File: src/rtl/pattern_scan_pkg.sv
// Shared types and sizing helpers for the sequential pattern scan engine.
// Also imported by the bench so both sides derive the same widths.
package pattern_scan_pkg;

  typedef enum logic [1:0] {
    IDLE = 2'd0,
    SCAN = 2'd1,
    DONE = 2'd2
  } scan_state_t;

  function automatic int npos(input int text_w, input int pat_w);
    return text_w - pat_w + 1;
  endfunction

  function automatic int pos_w(input int n);
    return (n > 1) ? $clog2(n) : 1;
  endfunction

endpackage

File: src/rtl/pattern_window_cmp.sv
// Masked compare of one pattern-wide text window; a cleared mask bit is a don't-care.
module pattern_window_cmp #(
  parameter int PAT_W = 4
) (
  input  logic [PAT_W-1:0] i_window,
  input  logic [PAT_W-1:0] i_pat,
  input  logic [PAT_W-1:0] i_mask,
  output logic             o_hit
);

  assign o_hit = (((i_window ^ i_pat) & i_mask) == '0);

endmodule

File: src/rtl/pattern_scan_engine.sv
// Handshaked pattern scanner: accepts one job, evaluates one alignment per cycle,
// then holds the result until the consumer takes it.
module pattern_scan_engine
  import pattern_scan_pkg::*;
#(
  parameter int TEXT_W = 8,
  parameter int PAT_W  = 4,
  localparam int NPOS  = npos(TEXT_W, PAT_W),
  localparam int POS_W = pos_w(NPOS),
  localparam int CNT_W = $clog2(NPOS + 1)
) (
  input  logic              clk,
  input  logic              rst,
  input  logic              in_valid,
  output logic              in_ready,
  input  logic [TEXT_W-1:0] in_text,
  input  logic [PAT_W-1:0]  in_pat,
  input  logic [PAT_W-1:0]  in_mask,
  input  logic              in_mode,
  output logic              out_valid,
  input  logic              out_ready,
  output logic [NPOS-1:0]   out_hits,
  output logic              out_any,
  output logic [POS_W-1:0]  out_first,
  output logic [CNT_W-1:0]  out_count
);

  localparam logic [POS_W-1:0] LAST_POS = POS_W'(NPOS - 1);

  scan_state_t       r_state;
  logic [POS_W-1:0]  r_idx;
  logic [TEXT_W-1:0] r_text;
  logic [PAT_W-1:0]  r_pat;
  logic [PAT_W-1:0]  r_mask;
  logic              r_mode;
  logic              r_in_ready;
  logic              r_out_valid;
  logic [NPOS-1:0]   r_hits;
  logic [POS_W-1:0]  r_first;
  logic [CNT_W-1:0]  r_count;

  logic [NPOS-1:0]   w_pos_hit;
  logic              w_cur_hit;

  // One comparator per alignment; the FSM picks the one selected by idx.
  generate
    for (genvar gi = 0; gi < NPOS; gi++) begin : g_cmp
      pattern_window_cmp #(.PAT_W(PAT_W)) u_cmp (
        .i_window (r_text[gi +: PAT_W]),
        .i_pat    (r_pat),
        .i_mask   (r_mask),
        .o_hit    (w_pos_hit[gi])
      );
    end
  endgenerate

  assign w_cur_hit = w_pos_hit[r_idx];

  always_ff @(posedge clk) begin
    if (rst) begin
      r_state     <= IDLE;
      r_idx       <= '0;
      r_text      <= '0;
      r_pat       <= '0;
      r_mask      <= '0;
      r_mode      <= 1'b0;
      r_in_ready  <= 1'b1;
      r_out_valid <= 1'b0;
      r_hits      <= '0;
      r_first     <= '0;
      r_count     <= '0;
    end else begin
      case (r_state)
        IDLE: begin
          if (in_valid) begin
            r_text     <= in_text;
            r_pat      <= in_pat;
            r_mask     <= in_mask;
            r_mode     <= in_mode;
            r_hits     <= '0;
            r_first    <= '0;
            r_count    <= '0;
            r_idx      <= '0;
            r_in_ready <= 1'b0;
            r_state    <= SCAN;
          end
        end
        SCAN: begin
          if (w_cur_hit) begin
            r_hits[r_idx] <= 1'b1;
            // A zero count means nothing has hit yet, so this is the lowest position.
            if (r_count == '0) begin
              r_first <= r_idx;
            end
            r_count <= r_count + CNT_W'(1);
          end
          if ((r_idx == LAST_POS) || (r_mode && w_cur_hit)) begin
            r_out_valid <= 1'b1;
            r_state     <= DONE;
          end else begin
            r_idx <= r_idx + POS_W'(1);
          end
        end
        DONE: begin
          if (out_ready) begin
            r_out_valid <= 1'b0;
            r_in_ready  <= 1'b1;
            r_state     <= IDLE;
          end
        end
        default: begin
          r_out_valid <= 1'b0;
          r_in_ready  <= 1'b1;
          r_state     <= IDLE;
        end
      endcase
    end
  end

  assign in_ready  = r_in_ready;
  assign out_valid = r_out_valid;
  assign out_hits  = r_hits;
  assign out_first = r_first;
  assign out_count = r_count;
  assign out_any   = (r_count != '0);

endmodule

File: config.mk
export PLATFORM = sky130hd
export DESIGN_NAME = pattern_scan_engine
export DESIGN_NICKNAME = d
export VERILOG_FILES = /design/src/rtl/pattern_scan_pkg.sv /design/src/rtl/pattern_window_cmp.sv /design/src/rtl/pattern_scan_engine.sv
export SDC_FILE = /design/constraint.sdc
export NUM_CORES = 1
export LEC_CHECK = 0
export ABC_AREA = 1
export ABC_CLOCK_PERIOD_IN_PS = 2000
export CAP_MARGIN = 10
export CORE_UTILIZATION = 35
export CTS_BUF_LIST = sky130_fd_sc_hd__clkbuf_16
export DETAILED_ROUTE_END_ITERATION = 16
export PLACE_DENSITY = 0.6
export SLEW_MARGIN = 20
export SYNTH_ARGS = -nofsm -noshare
export SYNTH_HDL_FRONTEND = slang
export SYNTH_SLANG_ARGS = --single-unit
File: constraint.sdc
create_clock -name clk -period 2 [get_ports clk]
set_clock_uncertainty 0.05 [all_clocks]
set_input_delay 0.4 -clock clk [delete_from_list [all_inputs] [get_ports clk]]
set_output_delay 0.4 -clock clk [all_outputs]
set_load 0.005 [all_outputs]
; After elaboration in Yosys (flattened, before gate mapping)
; Index checks and enable logic that the tools add are counted.
[word_totals]
inputBits = 21
wordCells = 81
reg_bits = 35
[op_classes]
magnitude_cmp = 2
n_addsub = 2
n_reduce_logical = 19
n_eq_ne = 9
muxes = 25
bitwise_logic = 13
[op_table]
columns = op, count
row1 = AND 4 bit, 5
row2 = logical NOT 4 bit, 5
row3 = bitwise XOR 4 bit, 5
row4 = case mux 3 bit (2 select lines), 3
row5 = 2-to-1 mux 3 bit, 5
row6 = AND reduction 3 bit, 5
row7 = "!= test 2 bit, second input constant", 6
row8 = 2-to-1 mux 5 bit, 2
row9 = case mux 5 bit (2 select lines), 1
row10 = "adder 3 x 1 -> 3 bit, second input constant", 2
row11 = 2-to-1 mux 1 bit, 6
row12 = 2-to-1 mux 2 bit, 3
row13 = case mux 1 bit (3 select lines), 2
row14 = case mux 2 bit (3 select lines), 1
row15 = bitwise OR 5 bit, 1
row16 = "< comparator 3 x 4 -> 1 bit, second input constant", 1
row17 = AND reduction 4 bit, 1
row18 = binary-select mux 1 bit (select 3 bit), 1
row19 = demux 1 bit (select 3 bit), 1
row20 = "equality test 3 bit, second input constant", 1
row21 = ">= comparator 3 x 1 -> 1 bit, second input constant", 1
row22 = logical NOT 3 bit, 1
row23 = nonzero test 3 bit, 1
row24 = "equality test 2 x 1 -> 1 bit, second input constant", 1
row25 = 7 further kinds, 9

; Longest topological paths before layout
; Gate-level depths: netlist of run 1.
[logic_depth]
depth_word = 9
depth_mapped = 16

; Modules after synthesis
; A second synthesis of run 1 with hierarchy kept.
[hier_totals]
hier_cells = 310
area_unflattened_um2 = 1974.4
[modules_own_cells]
columns = module, instances, cells_each, area_per_inst_um2
row1 = pattern_scan_engine, 1, 195, 1492.7
row2 = pattern_window_cmp, 5, 23, 96.3

; Least setup slack after synthesis of run 1
; No wires, ideal clock.
[synth_path]
path_type = register -> register
from = register r_text[3]
to = register r_count[1], in the netlist out_count[1]
period_less_slack_ns = 1.617
required_ns = 1.835
path_stages_with_launch = 13
setup_ns = 0.115
setup_slack_ns = 0.383
arrival_time_ns = 1.453
path_cell_list = dfxtp_1 -> buf_6 -> or2_1 -> nand3_1 -> nand2_1 -> nor2_1 -> nor2_1 -> nor2_4 -> nand2_2 -> o21ai_4 -> inv_2 -> a21oi_1 -> nor2_1
[synth_via]
elab_chain_len = 7
elab_cells_between_ends = 16
cone_classes = 1 x eq/ne / 2 x mux / 8 x bitwise / 5 x reduce/logical
[synth_rtl]
columns = element, line
row1 = "start, declared", pattern_scan_engine.sv:32  ; logic [TEXT_W-1:0] r_text;
row2 = "start signal, assigned", pattern_scan_engine.sv:76  ; r_text <= in_text;
row3 = bitwise XOR 4 bit, pattern_window_cmp.sv:11  ; assign o_hit = (((i_window ^ i_pat) & i_mask) == '0);
row4 = AND 4 bit, pattern_window_cmp.sv:11
row5 = logical NOT 4 bit, pattern_window_cmp.sv:11
row6 = binary-select mux 1 bit (select 3 bit) (*), pattern_scan_engine.sv:57  ; assign w_cur_hit = w_pos_hit[r_idx];
row7 = 2-to-1 mux 1 bit (not written as such) (*), pattern_scan_engine.sv:57
row8 = != test 2 bit (no line) (*), n/a
row9 = AND reduction 3 bit (no line) (*), n/a
row10 = "end signal, assigned", pattern_scan_engine.sv:95  ; r_count <= r_count + CNT_W'(1);
row11 = "end, declared", pattern_scan_engine.sv:40  ; logic [CNT_W-1:0] r_count;
; Mark *: on every way between the ends. The rest lies on a longest branch, timed or not. The select of a mux whose other input is x is not followed.
; A chain may end at the register's enable or synchronous reset.

; Final worst setup path of run 1
[layout_path]
from = register r_count[0], in the netlist out_count[0]
to = output port out_any
[layout_via]
elab_chain_len = 1
[layout_rtl]
columns = element, line
row1 = nonzero test 3 bit, pattern_scan_engine.sv:125  ; assign out_any = (r_count != '0);
row2 = "end, declared", pattern_scan_engine.sv:23  ; output logic out_any,
; No other way between the ends.

==> results of run 1 <==
flip-flops by register name, summed over array words and instances (netlist names):
signal     flops
r_pat          4
r_mask         4
out_first      3
in_ready       1
r_text         8
r_idx          3
r_mode         1
r_state        2
out_count      3
out_hits       5
out_valid      1
power by group:
group	switching, mW	total (mW)	internal (mW)
clock network	0.286	0.867	0.581
registers	0.0762	0.839	0.763
logic	0.236	0.445	0.209
total	0.599	2.15	1.55
cells by family after synthesis:
kind of cell | count (synthesis) | synth area share, %
simple gates | 167 | 36.35
compound gates | 44 | 12.98
buf+inv | 39 | 8.966
flops | 35 | 38.04
fa+ha+maj | 4 | 2.717
xor+xnor | 2 | 0.9513
final cells by class:
cell class | instances | area (sq um)
Multi-Input combinational cell | 218 | 997.2
Clock buffer | 5 | 125.1
Fill cell | 536 | 2625
Timing Repair Buffer | 40 | 397.9
Tap cell | 70 | 87.58
Sequential cell | 35 | 709.4
Inverter | 25 | 93.84
Clock inverter | 3 | 38.79
routing by layer:
metal,up-vias,track usage (%)
met2,23,29.33
met1,803,21.17
met3,5,3.659
met5,-,0
li1,982,-
met4,0,4.403
cell usage after synthesis, drive strengths merged:
| library cell | number | area share [%] |
|---|---|---|
| clkbuf | 7 | 1.4 |
| a31oi | 1 | 0.34 |
| xor2 | 1 | 0.48 |
| clkinv | 1 | 0.20 |
| xnor2 | 1 | 0.48 |
| or2 | 2 | 0.68 |
| nand3 | 15 | 4.1 |
| nand3b | 1 | 0.41 |
| nor2 | 76 | 16 |
| ha | 4 | 2.7 |
| a21oi | 19 | 5.4 |
| nor3 | 4 | 1.1 |
| o21ai | 23 | 6.9 |
| inv | 24 | 4.9 |
| a21o | 1 | 0.41 |
| buf | 7 | 2.4 |
| dfxtp | 35 | 38 |
| nand2 | 69 | 14 |
worst max-delay path, stage by stage (launching register included):
cell and delay (ps):
dfxtp_2 340, inv_1 60, ha_1 200, nand2_1 70, clkdlybuf4s50_1 490
worst max-delay path by stage:
| stage | endpoint | slack, ps | depth (start not counted) |
|---|---|---|---|
| 5_1_grt | r_idx[1] | 7 | 12 |
| 4_1_cts | out_any | 50 | 4 |
| 3_5_place_dp | out_count[1] | 140 | 11 |
| 6_report | out_any | 110 | 4 |
| 3_3_place_gp | out_hits[4] | 180 | 10 |
| 2_1_floorplan | out_count[1] | 380 | 12 |
cells in the final DEF (no fill, tap or decap):
cell and instances:
nor2_1 75, nand2_1 68, clkdlybuf4s50_1 34, dfxtp_1 28
inv_1 23, o21ai_0 21, a21oi_1 18, nand3_1 15
dfxtp_2 7, clkbuf_16 5, buf_4 5, ha_1 4
nor3_1 3, clkinv_1 2, or2_1 1, or2_2 1
nor3_2 1, nor2_4 1, xor2_1 1, nand2_2 1
a31oi_1 1, a21oi_4 1, a21o_1 1, o21ai_4 1
nand3b_1 1, xnor2_1 1, o21ai_1 1, inv_2 1
clkinv_2 1, bufinv_16 1, o21ai_2 1, buf_12 1
==> out/summary.txt, run 1 <==
Final #Nets: 350
pwr dens: 878.1 nW/um^2
placed insts: 387
initial antenna violation count: 0
WP data required: 1550 ps
Place WS: 141.6 ps
Detail Placement HPWL: 3089 um
gr usage total: 16.91%
Cell Count, Final, Fillers Out: 396
crit path max fanout: 4
CTS tree: done
top sig layer: met4
Critical Path Source: out_count[0]
Worst setup SP type: register
Placed Area: 2256 sq um
worst hold margin: 400.1 ps
Synth Register Bits: 35
Post-CTS Setup Bufs: 0
average cell area after synthesis: 6.329 sq um
CTS H-Tree Depth: 2
maximum clock path buffer count: 2
GP Congestion: 0.8019
Worst Tran Pin Value: 357.7 ps
fin. max-slew vios: 0
hold crit path type: reg2reg
DR WL/cell: 10.74 um
met2 routed WL: 2096 um
critical path type: reg2out
RSZ-0062 raised after global routing: false
post-route cell area: 2450 sq um
via count: 1813
Max-Cap Viols: 0
metal3 WL: 134 um
FP Rows: 26
reg-to-reg critical path endpoint: out_count[1]
CTS-repair resized insts: 0
Initial Util: 36.29%
first-pass GRT wire length: 7210 um
total grt overflow: 0
Leak: 1.024 nW
core box area: 5075 sq um
die area: 5556 sq um
final wirelength: 4252 um
setup TNS: 0 ps
DR vias/cell: 4.578
Setup WS post-layout: 108.5 ps
CTS clk-pin slew, worst paths: 50 ps
worst rel slew slack: 76.12%
WP data arrival: 1440 ps
Min-Delay Endpoint: out_hits[4]
Met1 Routed Length: 1987 um
Finished Core Util: 48.27%
largest net degree at the start of global routing: 20
origin of the worst min-delay path: out_hits[4]
Max Freq: 0.5287 GHz
run status: completed
clock latency on the worst-skew pair: 270 ps
IO buf count: 34
post-layout min period: 1891 ps
Post-Syn Area: 1842 sq um
Syn Nets: 316
chip width: 74.54 um
clock sink total: 35
FF-to-FF path depth: 11
clock buffer count from CTS: 5
# DRC: 0
hold buffers post-CTS: 0
Hold Path Stages: 2
die height: 74.54 um
Iter 0 DRT Violations: 64
Area Growth Syn to Fin: 33.02%
IO Pins: 35
reg-to-reg setup timing slack: 170 ps
final hold vios: 0
antenna cells: 0
total power: 2.151 mW
Ys Warns: 0
Syn Inst Count: 291
root buffer cell: clkbuf_16
sequential fraction of the synthesis area: 38.04%
Detailed Routing Iterations Pass 1: 4
RR Startpoint: r_pat[1]
DRT antenna net count: 0
share of cells above drive strength 1: 8.589%
CP endpoint kind: output port
Final setup viols: 0
Unique masters post-synth: 28
fin crit share: 94.57%
Worst VDD drop: 0.6318 mV
vias in the first global route: 1646
Power figures use the tool's default switching activity.
==> run 2: changes to the inputs <==
CORE_MARGIN = 8   (was unset)
SLEW_MARGIN = 10   (was 20)
==> run 2 against run 1 <==
Compared with the run above: final cell count is 0.76% lower; clock power is 19% lower; die area is 41% higher; global-route usage is 4.0 points lower; core utilization is 1.5 points lower; first-iteration DRC count is 56% higher; fmax is 1.3% lower; sequential power hardly changed; critical path depth stayed put; combinational power is 2% lower; worst setup slack worse by 25 ps; sequential cell count stayed put; highest routed layer unchanged.
==> out/summary.txt, run 2 (synthesis gave the netlist of run 1 again) <==
run status: completed
worst rel slew slack: 74.87% (-1.2 points)
switching part of the total: 28.71% (+0.87 points)
post-route cell area: 2389 sq um (-2.5%)
FP Rows: 26 (unchanged)
core box area: 5107 sq um (+0.64%)
Finished Core Util: 46.77% (-1.5 points)
share of cells above drive strength 1: 8.050% (-0.54 points)
Iter 0 DRT Violations: 100 (+56%)
Worst setup SP type: register
RR Startpoint: r_pat[1]
fin crit share: 95.85% (+1.3 points)
Place WS: 88.99 ps (-52.61 ps)
clock share of power: 35.4% (-4.9 points)
reg-to-reg critical path endpoint: out_count[1]
WP data required: 1550 ps (about the same)
most common cell after layout, fill and taps aside: nor2_1
Detail Placement HPWL: 3327 um (+7.7%)
gr usage total: 12.94% (-4.0 points)
Area Growth Syn to Fin: 29.69%
Hold Path Stages: 2 (unchanged)
Detailed Routing Iterations Pass 1: 4 (unchanged)
GP Congestion: 0.7894 (-1.6%)
critical path type: reg2out
IO Pins: 35 (unchanged)
origin of the worst min-delay path: out_valid
setup TNS: 0 ps (unchanged)
die area: 7839 sq um (+41%)
DRT antenna net count: 0 (unchanged)
first-pass GRT wire length: 7803 um (+8.2%)
number of flip-flops in the largest register: 8 (unchanged)
Setup WS post-layout: 83.07 ps (-25.47 ps)
die height: 88.54 um (+19%)
antenna cells: 0 (unchanged)
chip width: 88.54 um (+19%)
Leak: 0.9985 nW (-2.5%)
post-layout min period: 1917 ps (+25.47 ps)
# DRC: 0 (unchanged)
root buffer cell: clkbuf_16
Final #Nets: 349 (-0.29%)
largest net degree at the start of global routing: 29 (+45%)
Min-Delay Endpoint: out_valid
FF-to-FF path depth: 11 (unchanged)
pwr dens: 825.6 nW/um^2 (-6.0%)
Initial Util: 36.06% (-0.23 points)
DR WL/cell: 11.47 um (+6.9%)
reg-to-reg setup timing slack: 160 ps (about the same)
CP endpoint kind: output port
Int Power: 1.406 mW (-9.4%)
Seq pwr share: 42.5% (+3.5 points)
final hold vios: 0 (unchanged)
vias in the first global route: 1721 (+4.6%)
Cell Count, Final, Fillers Out: 393 (-0.76%)
WP data arrival: 1470 ps (+30 ps)
leading cell types in the layout, fill and taps excluded: 75 x nor2_1, 68 x nand2_1, 34 x clkdlybuf4s50_1, 30 x dfxtp_1, 22 x inv_1
Final setup viols: 0 (unchanged)
Psw: 0.5661 mW (-5.5%)
total grt overflow: 0 (unchanged)
final wirelength: 4509 um (+6.0%)
CTS H-Tree Depth: 2 (unchanged)
maximum clock path buffer count: 2 (unchanged)
Worst Tran Pin Value: 376.4 ps (+18.67 ps)
CTS tree: done
Max-Cap Viols: 0 (unchanged)
fin. max-slew vios: 0 (unchanged)
Placed Area: 2236 sq um (-0.89%)
CTS clk-pin slew, worst paths: 50 ps (about the same)
Max Freq: 0.5217 GHz (-1.3%)
hold crit path type: reg2reg
IO buf count: 34 (unchanged)
crit path max fanout: 4 (unchanged)
clock buffer count from CTS: 5 (unchanged)
via count: 1767 (-2.5%)
clock latency on the worst-skew pair: 280 ps (about the same)
placed insts: 386 (-0.26%)
Biggest register: r_text
clock sink total: 35 (unchanged)
RSZ-0062 raised after global routing: true
Worst VDD drop: 0.5647 mV (-11%)
DR vias/cell: 4.496 (-1.8%)
Comb power frac: 22.1% (+1.4 points)
initial antenna violation count: 0 (unchanged)
-- run 2: repair_timing --
action	CTS	global route
setup buffers	0	0
hold buffers	0	0
resized for setup	0	9
setup endpoints to repair	0	14
-- run 2: worst max-delay path by stage --
stage / cells past startpoint / slack, ps / startpoint / end
finish: 4 / 80 / out_count[1] / out_any
global route: 11 / -30 / r_pat[1] / out_first[0]
CTS: 4 / 40 / out_count[0] / out_any
detailed placement: 11 / 90 / r_pat[1] / out_count[1]
global placement: 11 / 70 / r_pat[1] / out_count[1]
floorplan: 12 / 380 / r_text[3] / out_count[1]
-- run 2: final cells by class --
type	instances	area [sq um]
Sequential cell	35	706.9
Clock buffer	5	125.1
Tap cell	70	87.58
Clock inverter	1	3.754
Inverter	25	93.84
Fill cell	547	2719
Multi-Input combinational cell	218	993.5
Timing Repair Buffer	39	377.9
-- run 2: power by group through the flow --
stage / combinational, mW / sequential [mW] / clock (mW)
finish: 0.435 / 0.839 / 0.698
global route: 0.508 / 0.853 / 0.751
CTS: 0.430 / 0.837 / 0.723
detailed placement: 0.427 / 0.850 / 0
global placement: 0.425 / 0.850 / 0
floorplan: 0.307 / 0.814 / 0
-- run 2: through the flow --
stage	power [mW]	hold slack, ps
6_report	1.972	396.0
4_1_cts	1.989	399.2
3_5_place_dp	1.277	391.1
5_1_grt	2.111	415.3
3_3_place_gp	1.275	390.4
2_1_floorplan	1.121	394.2
-- run 2: critical path: stages, from the launching register on --
cell             delay, ps
dfxtp_1                370
inv_1                   60
ha_1                   190
nand2_1                 80
clkdlybuf4s50_1        500
-- run 2: per-layer routing --
metal / share of wire [%] / track usage [%] / routed length [um] / up-vias
li1: - / - / - / 972
met1: 46 / 14.94 / 2085 / 760
met5: 0 / 0 / 0 / -
met2: 48 / 21.72 / 2170 / 30
met4: 1.6 / 5.069 / 72 / 0
met3: 4.0 / 3.993 / 181 / 5
==> run 3: changes to the inputs <==
CORE_MARGIN = 4   (was 8)
SLEW_MARGIN = unset   (was 10)
==> run 3 against run 2 <==
Compared with the run above: fmax shrank 0.35%; sequential power is essentially flat; highest routed layer unchanged; final cell count increased by 1.8%; critical path type unchanged; count of clock-buffer cells in the layout is the same; critical endpoint unchanged; core utilization rose by 1.9 points; critical path depth unchanged; first-iteration DRC count rose by 1.0%; die area fell by 17%; worst hold slack better by 2.2 ps; sequential share of layout area fell by 0.87 points.
==> out/summary.txt, run 3 (synthesis gave the netlist of run 1 again) <==
Area Growth Syn to Fin: 35.05%
Detailed Routing Iterations Pass 1: 4 (unchanged)
switching part of the total: 26.38% (-2.3 points)
final hold vios: 0 (unchanged)
Psw: 0.6087 mW (+7.5%)
critical path type: reg2out
Int Power: 1.699 mW (+21%)
Biggest register: r_text
Final #Nets: 354 (+1.4%)
origin of the worst min-delay path: out_valid
clock sink total: 35 (unchanged)
slowest stage delay, CP: 500 ps (about the same)
placed insts: 387 (+0.26%)
DRT antenna net count: 0 (unchanged)
maximum clock path buffer count: 2 (unchanged)
chip width: 80.54 um (-9.0%)
Max Freq: 0.5199 GHz (-0.35%)
CP endpoint kind: output port
CTS H-Tree Depth: 2 (unchanged)
share of cells above drive strength 1: 10.30% (+2.3 points)
Final setup viols: 0 (unchanged)
Initial Util: 36.06% (unchanged)
Hold Path Stages: 2 (unchanged)
crit-path cells: inv_1, ha_1, nand2_1, clkdlybuf4s50_1
via count: 1837 (+4.0%)
largest net degree at the start of global routing: 29 (unchanged)
worst rel slew slack: 76.09% (+1.2 points)
DR vias/cell: 4.593 (+2.1%)
slowest cell on the critical path: clkdlybuf4s50_1
clock latency on the worst-skew pair: 280 ps (about the same)
Iter 0 DRT Violations: 101 (+1.0%)
worst hold margin: 398.2 ps (+2.248 ps)
Worst path top cell family by delay: buffers and inverters
# DRC: 0 (unchanged)
Worst setup SP type: register
number of flip-flops in the largest register: 8 (unchanged)
most common cell after layout, fill and taps aside: nor2_1
initial antenna violation count: 0 (unchanged)
Seq pwr share: 36.2% (-6.3 points)
Setup WS post-layout: 76.37 ps (-6.707 ps)
GP Congestion: 0.7939 (+0.57%)
die height: 80.54 um (-9.0%)
root buffer cell: clkbuf_16
total grt overflow: 0 (unchanged)
Critical Path Source: out_count[1]
Leak: 1.049 nW (+5.1%)
CTS clk-pin slew, worst paths: 50 ps (about the same)
clock share of power: 44.1% (+8.7 points)
CTS tree: done
IO Pins: 35 (unchanged)
antenna cells: 0 (unchanged)
FP Rows: 26 (unchanged)
Worst VDD drop: 0.4488 mV (-21%)
fin crit share: 96.18% (+0.34 points)
hold buffers post-CTS: 0 (unchanged)
Comb power frac: 19.7% (-2.4 points)
Min-Delay Endpoint: out_valid
Worst Tran Pin Value: 358.2 ps (-18.20 ps)
Place WS: 85.54 ps (-3.451 ps)
vias in the first global route: 1625 (-5.6%)
pwr dens: 927.7 nW/um^2 (+12%)
reg-to-reg setup timing slack: 140 ps (-20 ps)
gr usage total: 13.93% (+0.99 points)
RR Startpoint: r_pat[1]
clock buffer count from CTS: 5 (unchanged)
Detail Placement HPWL: 3185 um (-4.3%)
IO buf count: 34 (unchanged)
core box area: 5107 sq um (unchanged)
reg-to-reg critical path endpoint: out_hits[4]
FF-to-FF path depth: 11 (unchanged)
hold crit path type: reg2reg
Buf+Inv Stages, Crit Path: 2 (unchanged)
fin. max-slew vios: 0 (unchanged)
final wirelength: 4368 um (-3.1%)
leading cell types in the layout, fill and taps excluded: 75 x nor2_1, 68 x nand2_1, 34 x clkdlybuf4s50_1, 26 x dfxtp_1, 23 x inv_1
WP data required: 1550 ps (about the same)
first-pass GRT wire length: 7010 um (-10%)
post-layout min period: 1924 ps (+6.706 ps)
crit path max fanout: 4 (unchanged)
setup TNS: 0 ps (unchanged)
DR WL/cell: 10.92 um (-4.8%)
Cell Count, Final, Fillers Out: 400 (+1.8%)
die area: 6487 sq um (-17%)
WP data arrival: 1470 ps (about the same)
FILL cells: 542 (-0.91%)
run status: completed
Max-Cap Viols: 0 (unchanged)
[run 3: changes by cell type in the layout (fill, tap and decap cells not counted)]
cell	change
dfxtp_4	+1
inv_2	-2
nor3_2	-1
inv_1	+1
a21oi_1	+1
clkinvlp_4	+1
o21ai_2	-1
bufinv_16	+2
nor3_1	+1
dfxtp_1	-4
dfxtp_2	+3
buf_4	+6
a21oi_2	-1
[run 3: through the flow]
| step | power, mW | utilization (%) | cell area (sq um) |
|---|---|---|---|
| floorplan | 1.121 | - | 1842 |
| global placement | 1.275 | 43.92 | 2243 |
| detailed placement | 1.277 | 43.92 | 2243 |
| CTS | 2.303 | 47.70 | 2436 |
| global route | 2.422 | 48.70 | 2487 |
| finish | 2.307 | 48.70 | 2487 |
[run 3: final cells by class]
class                           count  area [sq um]  share of cell area [%]
Timing Repair Buffer               45         422.9                   17.00
Sequential cell                    35         714.4                   28.72
Clock inverter                      3         67.56                   2.716
Tap cell                           70         87.58                   3.521
Inverter                           25         93.84                   3.773
Clock buffer                        5         125.1                   5.030
Multi-Input combinational cell    217         975.9                   39.24
[run 3: power by group through the flow]
stage | Sequential, mW | Clock [mW] | Combinational [mW]
3_5_place_dp | 0.848 | 0 | 0.430
6_report | 0.836 | 1.02 | 0.454
4_1_cts | 0.833 | 1.04 | 0.432
3_3_place_gp | 0.846 | 0 | 0.429
5_1_grt | 0.848 | 1.06 | 0.516
2_1_floorplan | 0.814 | 0 | 0.307
[run 3: worst min-delay path, delay by kind of cell, from the launching register on]
kind            cells  cell delay, ps
flops               1             310
buf+inv             1              50
compound gates      1              50
[run 3: per-layer routing]
| layer | global-route usage (%) | vias to the layer above | wire [um] |
|---|---|---|---|
| met2 | 24.59 | 34 | 2141 |
| met5 | 0 | - | 0 |
| met3 | 3.139 | 11 | 143 |
| met4 | 5.574 | 0 | 72 |
| li1 | - | 986 | - |
| met1 | 16.13 | 806 | 2010 |
[run 3: repair_timing]
action,4_1_cts,5_1_grt
endpoints found under the setup margin,0,13
resized for setup,0,12
buffers inserted,0,5
endpoints found under the hold margin,0,0
[run 3: worst max path at each step]
| stage | to | slack (ps) | cells past startpoint |
|---|---|---|---|
| after floorplan | out_count[1] | 380 | 12 |
| after global placement | out_count[1] | 90 | 11 |
| after detailed placement | out_count[1] | 90 | 11 |
| after CTS | out_any | 30 | 4 |
| after global routing | out_count[1] | -7 | 12 |
| final | out_any | 80 | 4 |
